==> config.mk <==
export PLATFORM = sky130hd
export DESIGN_NAME = gpio_stim_sequencer
export DESIGN_NICKNAME = d
export VERILOG_FILES = /design/src/rtl/gpio_stim_pkg.sv /design/src/rtl/gpio_stim_table.sv /design/src/rtl/gpio_stim_sequencer.sv
export SDC_FILE = /design/constraint.sdc
export NUM_CORES = 2
export LEC_CHECK = 0
export BUFFER_PORTS_ARGS = -buffer_cell sky130_fd_sc_hd__clkbuf_2
export CAP_MARGIN = 10
export CORE_MARGIN = 1
export CORE_UTILIZATION = 46
export DETAILED_ROUTE_END_ITERATION = 8
export MAX_ROUTING_LAYER = met4
export SLEW_MARGIN = 10
export SYNTH_ARGS = -nofsm -noshare
export SYNTH_HDL_FRONTEND = slang
export SYNTH_SLANG_ARGS = --single-unit
==> constraint.sdc <==
create_clock -name clk -period 5.5 [get_ports clk]
set_input_delay 1.1 -clock clk [delete_from_list [all_inputs] [get_ports clk]]
set_output_delay 1.1 -clock clk [all_outputs]
set_load 0.05 [all_outputs]
==> src/rtl/gpio_stim_pkg.sv <==
// Shared types for the GPIO stimulus sequencer: step opcodes, step-table entry and FSM states.
package gpio_stim_pkg;

    localparam int unsigned STEP_NUM_CH = 32;
    localparam int unsigned STEP_CNT_W  = 24;
    localparam int unsigned STEP_SEL_W  = $clog2(STEP_NUM_CH);

    typedef enum logic [1:0] {
        DRIVE   = 2'd0,
        WAIT_HI = 2'd1,
        WAIT_LO = 2'd2,
        END     = 2'd3
    } step_op_e;

    typedef struct packed {
        step_op_e                op;
        logic [STEP_SEL_W-1:0]   sel;
        logic [STEP_NUM_CH-1:0]  mask;
        logic [STEP_NUM_CH-1:0]  value;
        logic [STEP_CNT_W-1:0]   count;
    } step_t;

    typedef enum logic [2:0] {
        ST_IDLE  = 3'd0,
        ST_FETCH = 3'd1,
        ST_HOLD  = 3'd2,
        ST_WAIT  = 3'd3,
        ST_DONE  = 3'd4
    } seq_state_e;

endpackage

==> src/rtl/gpio_stim_table.sv <==
// Step-table register file: synchronous write, asynchronous read, every entry resets to END.
module gpio_stim_table
    import gpio_stim_pkg::*;
#(
    parameter int unsigned DEPTH = 16
) (
    input  logic                     clk,
    input  logic                     rst,
    input  logic                     we,
    input  logic [$clog2(DEPTH)-1:0] waddr,
    input  step_t                    wdata,
    input  logic [$clog2(DEPTH)-1:0] raddr,
    output step_t                    rdata
);

    step_t mem [DEPTH];

    always_ff @(posedge clk) begin
        if (rst) begin
            for (int i = 0; i < int'(DEPTH); i++) begin
                mem[i] <= '{op: END, default: '0};
            end
        end else if (we) begin
            mem[waddr] <= wdata;
        end
    end

    assign rdata = mem[raddr];

endmodule

==> src/rtl/gpio_stim_sequencer.sv <==
// GPIO stimulus sequencer: replays DRIVE / WAIT / END steps onto stim_o with a supervised wait timeout.
module gpio_stim_sequencer
    import gpio_stim_pkg::*;
#(
    parameter int unsigned       NUM_CH   = STEP_NUM_CH,
    parameter int unsigned       DEPTH    = 16,
    parameter int unsigned       CNT_W    = STEP_CNT_W,
    parameter int unsigned       TMO_W    = 32,
    parameter logic [NUM_CH-1:0] STIM_RST = '0
) (
    input  logic                      clk,
    input  logic                      rst,
    input  logic                      cfg_we_i,
    input  logic [$clog2(DEPTH)-1:0]  cfg_addr_i,
    input  logic [1:0]                cfg_op_i,
    input  logic [$clog2(NUM_CH)-1:0] cfg_sel_i,
    input  logic [NUM_CH-1:0]         cfg_mask_i,
    input  logic [NUM_CH-1:0]         cfg_value_i,
    input  logic [CNT_W-1:0]          cfg_count_i,
    input  logic [TMO_W-1:0]          tmo_limit_i,
    input  logic                      start_i,
    input  logic                      abort_i,
    input  logic [NUM_CH-1:0]         mon_i,
    output logic [NUM_CH-1:0]         stim_o,
    output logic                      busy_o,
    output logic                      done_o,
    output logic                      timeout_o,
    output logic [$clog2(DEPTH)-1:0]  pc_o
);

    localparam int unsigned ADDR_W = $clog2(DEPTH);
    localparam int unsigned SEL_W  = $clog2(NUM_CH);

    seq_state_e        state_q, state_d;
    logic [ADDR_W-1:0] pc_d;
    logic [NUM_CH-1:0] stim_d;
    logic              busy_d, done_d, timeout_d;
    logic [CNT_W-1:0]  hold_q, hold_d;
    logic [TMO_W-1:0]  tmo_q, tmo_d;

    step_t             wr_entry, entry;
    logic              table_we;
    logic              last_c, match_c, tmo_hit_c;
    logic [NUM_CH-1:0] mask_c, value_c;

    // The table only accepts writes while no run is in progress.
    assign table_we = cfg_we_i && (state_q == ST_IDLE || state_q == ST_DONE);

    assign wr_entry = '{
        op:    step_op_e'(cfg_op_i),
        sel:   STEP_SEL_W'(cfg_sel_i),
        mask:  STEP_NUM_CH'(cfg_mask_i),
        value: STEP_NUM_CH'(cfg_value_i),
        count: STEP_CNT_W'(cfg_count_i)
    };

    gpio_stim_table #(.DEPTH(DEPTH)) u_table (
        .clk   (clk),
        .rst   (rst),
        .we    (table_we),
        .waddr (cfg_addr_i),
        .wdata (wr_entry),
        .raddr (pc_o),
        .rdata (entry)
    );

    assign mask_c    = NUM_CH'(entry.mask);
    assign value_c   = NUM_CH'(entry.value);
    assign last_c    = (pc_o == ADDR_W'(DEPTH - 1));
    assign match_c   = (mon_i[SEL_W'(entry.sel)] == (entry.op == WAIT_HI));
    assign tmo_hit_c = (tmo_limit_i != '0) && (tmo_q == tmo_limit_i - TMO_W'(1));

    // State and registered-output update.
    always_ff @(posedge clk) begin
        if (rst) begin
            state_q   <= ST_IDLE;
            pc_o      <= '0;
            stim_o    <= STIM_RST;
            busy_o    <= 1'b0;
            done_o    <= 1'b0;
            timeout_o <= 1'b0;
            hold_q    <= '0;
            tmo_q     <= '0;
        end else begin
            state_q   <= state_d;
            pc_o      <= pc_d;
            stim_o    <= stim_d;
            busy_o    <= busy_d;
            done_o    <= done_d;
            timeout_o <= timeout_d;
            hold_q    <= hold_d;
            tmo_q     <= tmo_d;
        end
    end

    // Next-state logic; abort overrides everything, including a simultaneous start.
    always_comb begin
        state_d = state_q;
        if (abort_i) begin
            state_d = ST_IDLE;
        end else begin
            unique case (state_q)
                ST_IDLE, ST_DONE: if (start_i) state_d = ST_FETCH;
                ST_FETCH: begin
                    unique case (entry.op)
                        DRIVE: begin
                            if (entry.count != '0) state_d = ST_HOLD;
                            else                   state_d = last_c ? ST_DONE : ST_FETCH;
                        end
                        WAIT_HI, WAIT_LO: state_d = ST_WAIT;
                        END:              state_d = ST_DONE;
                        default:          state_d = ST_DONE;
                    endcase
                end
                ST_HOLD: if (hold_q == '0) state_d = last_c ? ST_DONE : ST_FETCH;
                ST_WAIT: begin
                    if (match_c)        state_d = last_c ? ST_DONE : ST_FETCH;
                    else if (tmo_hit_c) state_d = ST_DONE;
                end
                default: state_d = ST_IDLE;
            endcase
        end
    end

    // Next values of the registered outputs and counters.
    always_comb begin
        pc_d      = pc_o;
        stim_d    = stim_o;
        hold_d    = hold_q;
        tmo_d     = tmo_q;
        done_d    = done_o;
        timeout_d = timeout_o;
        busy_d    = (state_d == ST_FETCH) || (state_d == ST_HOLD) || (state_d == ST_WAIT);

        if (!abort_i) begin
            unique case (state_q)
                ST_IDLE, ST_DONE: begin
                    if (start_i) begin
                        pc_d      = '0;
                        done_d    = 1'b0;
                        timeout_d = 1'b0;
                    end
                end
                ST_FETCH: begin
                    if (entry.op == DRIVE) begin
                        stim_d = (stim_o & ~mask_c) | (value_c & mask_c);
                        hold_d = CNT_W'(entry.count) - CNT_W'(1);
                    end
                    tmo_d = '0;
                end
                ST_HOLD: if (hold_q != '0) hold_d = hold_q - CNT_W'(1);
                ST_WAIT: if (!match_c && tmo_q != '1) tmo_d = tmo_q + TMO_W'(1);
                default: ;
            endcase

            if (state_q != ST_IDLE && state_q != ST_DONE) begin
                if (state_d == ST_FETCH) pc_d = pc_o + ADDR_W'(1);
                if (state_d == ST_DONE)  done_d = 1'b1;
                if (state_q == ST_WAIT && state_d == ST_DONE && !match_c) timeout_d = 1'b1;
            end
        end
    end

endmodule

## Word level (Yosys, flattened, before mapping)

Memory sizes are Yosys's and may differ from the RTL's. A register that Yosys moved wholly into a read port is not among the register bits.
Index checks and enable logic that the tools add are counted.

| operators by class | value |
|---|---|
| bitwise logic cells | 5 |
| multiplexer cells | 38 |
| order comparisons | 1 |
| $add $sub $neg | 5 |
| equal/unequal tests | 19 |
| reductions and logical operators | 25 |

Operators by type and width:

| cell | count |
|---|---|
| 95-bit 2-to-1 mux | 1 |
| 95-bit OR reduction | 1 |
| 32-bit AND | 2 |
| 32-bit one-hot mux with 2 select lines | 1 |
| 24-bit 2-to-1 mux | 2 |
| 24-bit one-hot mux with 2 select lines | 1 |
| 24-bit nonzero test | 2 |
| 24-bit by 1-bit subtractor with 24-bit output, second input constant | 2 |
| 32-bit by 1-bit adder with 32-bit output, second input constant | 1 |
| 32-bit equality test | 1 |
| 32-bit 2-to-1 mux | 1 |
| 32-bit inequality test, second input constant | 1 |
| 32-bit NOT | 1 |
| 32-bit OR | 1 |
| 32-bit nonzero test | 1 |
| 32-bit by 1-bit subtractor with 32-bit output, second input constant | 1 |
| 4-bit 2-to-1 mux | 7 |
| 24-bit zero test | 1 |
| 3-bit 2-to-1 mux | 7 |
| 1-bit 2-to-1 mux | 15 |
| 3-bit by 2-bit equality test with 1-bit output, second input constant | 4 |
| 3-bit one-hot mux with 4 select lines | 1 |
| 3-bit one-hot mux with 3 select lines | 1 |
| 3-bit by 1-bit equality test with 1-bit output, second input constant | 2 |
| other kinds (21) | 35 |

| word-level totals | value |
|---|---|
| word-level logic and storage cells | 102 |
| memory bits (writable) | 1520 |
| memories kept | 1 |
| flip-flop bits (word level) | 98 |

Memory list:

| name | words | bits a word | rd ports | clocked after memory_dff | write ports | RTL line | source |
|---|---|---|---|---|---|---|---|
| u_table.mem | 16 | 95 | 1 | 1 | 16 | gpio_stim_table.sv:16 | `step_t mem [DEPTH];` |

## Longest topological paths before layout

| depth | value |
|---|---|
| word-level depth | 12 |
| depth in mapped cells | 19 |
| depth with buffers taken out | 13 |

## Cells and area by module

From an unflattened synthesis, not the netlist that was laid out.

| unflattened totals | value |
|---|---|
| cell total of the unflattened synthesis | 5146 |
| area total of the unflattened synthesis | 74794.2 um^2 |

Modules (own cells, without submodules):

| module | sequential area each (um^2) | instances | area each (um^2) | cells each |
|---|---|---|---|---|
| gpio_stim_table | 45643.8 | 1 | 67518.5 | 4138 |
| gpio_stim_sequencer | 1961.9 | 1 | 7275.7 | 1008 |

## Worst setup path before layout

No wires, ideal clock.

| path | value |
|---|---|
| path type | reg2reg |
| start | register with a tool-made name |
| end | register with a tool-made name |
| stages on the path, launching flop included | 20 |
| arrival time | 5.391 ns |
| path buffers | 9 |
| data required time | 5.374 ns |
| library setup time | 0.126 ns |
| setup slack | -0.018 ns |
| cells stage by stage | dfxtp_1 -> buf_2 -> buf_1 -> clkbuf_1 -> buf_2 -> buf_2 -> buf_1 -> clkbuf_1 -> clkbuf_1 -> mux4_2 -> mux4_2 -> inv_1 -> ha_1 -> o21ai_0 -> a21o_1 -> nand2_1 -> a31o_1 -> buf_6 -> or3_1 -> a221o_1 |

==> out/qor.yml <==
htree_num_levels: 4
timing.final.hold_violations: 0
synthesis.area_sq_um: 74500
worstPathArrival_ns: 5.50
synth_seq_cells: 1622
via_per_inst: 5.90
async_flop_share_pct: 0
postSynthCellCount: 4847
num_vias: 42800
hpwl_mm: 111
drt_pass1_iterations: 5
cts_tree: "yes"
final.setup.tns_ns: 0
placed_area_sq_um: 78200
grt_max_degree: 97
antenna_found_initial: 26
crit_required_ns: 6.17
report.final.setup_viol: 0
seq_area_frac_synth_pct: 64.0
vdd_drop_max_v: 0.000318
clkTransAtPathRegs_ns: 0.06
hp-class: "reg2reg"
slowest_delay_ns: 0.64
cts_hold_buf: 0
cts_root_buf: "clkbuf_16"
gp_congestion: 0.816
grt_pass1_wl_mm: 314
cts_sinks: 1622
routed_wl_mm: 219
fill_cells: 13100
synth-edff-count: 1520
postSynthAreaPerCell_sq_um: 15.4
worst-path-buf-inv: 2
slew_violations: 0
grt_pass1_vias: 43100
die_area_sq_um: 164000
drc_errors: 0
total_power_mw: 26.8
ios: 207
numCtsBuffers: 173
p_per_area_nw_per_um2: 320
dieHeight_um: 404
port_buffers: 206
postCtsSetupBuffers: 0
clock_skew_ns: 0.0240
crit_path_max_fanout: 46
gr-total-overflow: 0
fmax_mhz: 207
finalCriticalPeriod_ns: 4.83
num_rows: 147
rsz0062_at_grt: "no"
clk_path_buf_depth: 3
ant_nets: 0
die_w_um: 404
drt_iter0_drc: 4349
worst_slew_pin_slew_ns: 1.02
cts_resized: 0
final_common_cell: "edfxtp_1"
leakage_nw: 29.1
period_share_pct: 87.9
slew_headroom_pct: 31.8
core_area_sq_um: 161000
crit_slowest_cell: "dfxtp_4"
path_delay_family: "simple AND/OR/NAND/NOR gates"
initial_core_util_pct: 46.4
syn_to_final_growth_pct: 12.4
grt_util_all_layers_pct: 27.8
cp-end-kind: "flip-flop"
final_util_pct: 52.1
synthFlopType: "edfxtp_1"
crit_type: "reg2reg"
fin_nets: 5105
yosysUniqueCellTypes: 67
syn_nets: 5023
path_cells: "buf_12 -> buf_4 -> mux4_2 -> mux2i_1 -> nand3_1 -> o21ai_0 -> nand3_1 -> nor3_1 -> a21o_1 -> nand2_1 -> a31o_1 -> or3_1 -> o311ai_1"
cp-start-kind: "flip-flop"
cap_viol_max_count: 0
outcome: "completed"
ys.warnings.count: 0
clock_latency_ns: 0.81
wire_per_inst_um: 30.3
timing.critical_path.mode_cell: "nand3_1"
final_area_sq_um: 83700
drive_above_1_share_pct: 21.3
final_cell_mix: "1,520 x edfxtp_1, 1,498 x and2_1, 468 x mux4_2"
[cells in the mapped netlist (all sizes together), types with 18 or more instances]
| cell | n | area (sq um) |
|---|---|---|
| a21oi | 66 | 330 |
| or2 | 24 | 150 |
| inv | 20 | 75.1 |
| xor2 | 19 | 166 |
| xnor2 | 29 | 254 |
| mux4 | 468 | 10500 |
| nand2b | 18 | 113 |
| nor3 | 24 | 120 |
| nor2 | 95 | 357 |
| mux2i | 86 | 861 |
| nand4 | 18 | 113 |
| nand2 | 92 | 345 |
| clkbuf | 351 | 1320 |
| or3 | 73 | 462 |
| buf | 56 | 265 |
| dfxtp | 102 | 2040 |
| edfxtp | 1520 | 45600 |
| o21ai | 57 | 285 |
| nand3 | 36 | 185 |
| and3 | 41 | 257 |
| nor4 | 27 | 175 |
| and2 | 1498 | 9370 |
[sequential cells by signal, indices dropped and copies added, names as in the netlist, named ones only]
register / count
pc_o: 4
timeout_o: 1
done_o: 1
tmo_q: 32
hold_q: 24
state_q: 3
busy_o: 1
u_table.mem: 1520
[area by class of cell]
cell class              instances  area, sq um  share of cell area (%)
diodes                         18         45.0                  0.0538
repair buffers                314         2440                    2.92
flip-flops and latches       1622        47700                    57.0
clock inverters                81          684                   0.818
well taps                    2160         2700                    3.23
multi-input cells            2798        25300                    30.2
clock buffers                 239         4750                    5.68
inverters                      20         75.1                  0.0897
[through the flow]
step	setup slack [ns]	cells	hold slack, ns
CTS	0.678	7234	0.474
floorplan	0.0866	4847	0.440
finish	0.666	7252	0.474
detailed placement	0.326	6914	0.465
global route	0.412	7245	0.498
global placement	0.346	6914	0.462
[where the power goes]
group / switching, mW / internal (mW) / total [mW] / leakage, nW
sequential: 0.128 / 14.0 / 14.1 / 16.2
combinational: 0.882 / 0.452 / 1.33 / 10.3
clock: 4.96 / 6.39 / 11.4 / 2.64
total: 5.97 / 20.8 / 26.8 / 29.1
[worst register-to-register path, cell delays in order, from the launching register on]
cell and delay (ns):
dfxtp_4 0.64, buf_12 0.42, buf_4 0.44, mux4_2 0.56
mux2i_1 0.46, nand3_1 0.13, o21ai_0 0.12, nand3_1 0.18
nor3_1 0.48, a21o_1 0.20, nand2_1 0.08, a31o_1 0.30
or3_1 0.36, o311ai_1 0.34
[routing by layer]
metal	routed length, um	global-route usage (%)	vias up
met5	0	-	-
met4	4340	6.53	0
met3	14700	4.26	296
met2	108000	44.7	1599
met1	92000	37.4	22700
li1	-	-	18200
[final timing paths]
check | from | end | slack (ns) | cells after the start
worst min register to register | hold_q[15] | hold_q[15] | 0.47 | 2
worst max-delay path | flip-flop | flip-flop | 0.67 | 13
worst max register to register | flip-flop | flip-flop | 0.67 | 13
worst min-delay path | hold_q[15] | hold_q[15] | 0.47 | 2
[logic make-up after synthesis]
logic type	count (synthesis)	share of synthesized area, %
multiplexers	561	15.4
AND/OR/NAND/NOR	1986	16.0
buffers and inverters	427	2.23
AO/OA/AOI/OAI	195	1.59
XOR/XNOR	48	0.564
flip-flops	1622	64.0
adder cells (fa/ha/maj)	8	0.134
Power figures use the tool's default switching activity.
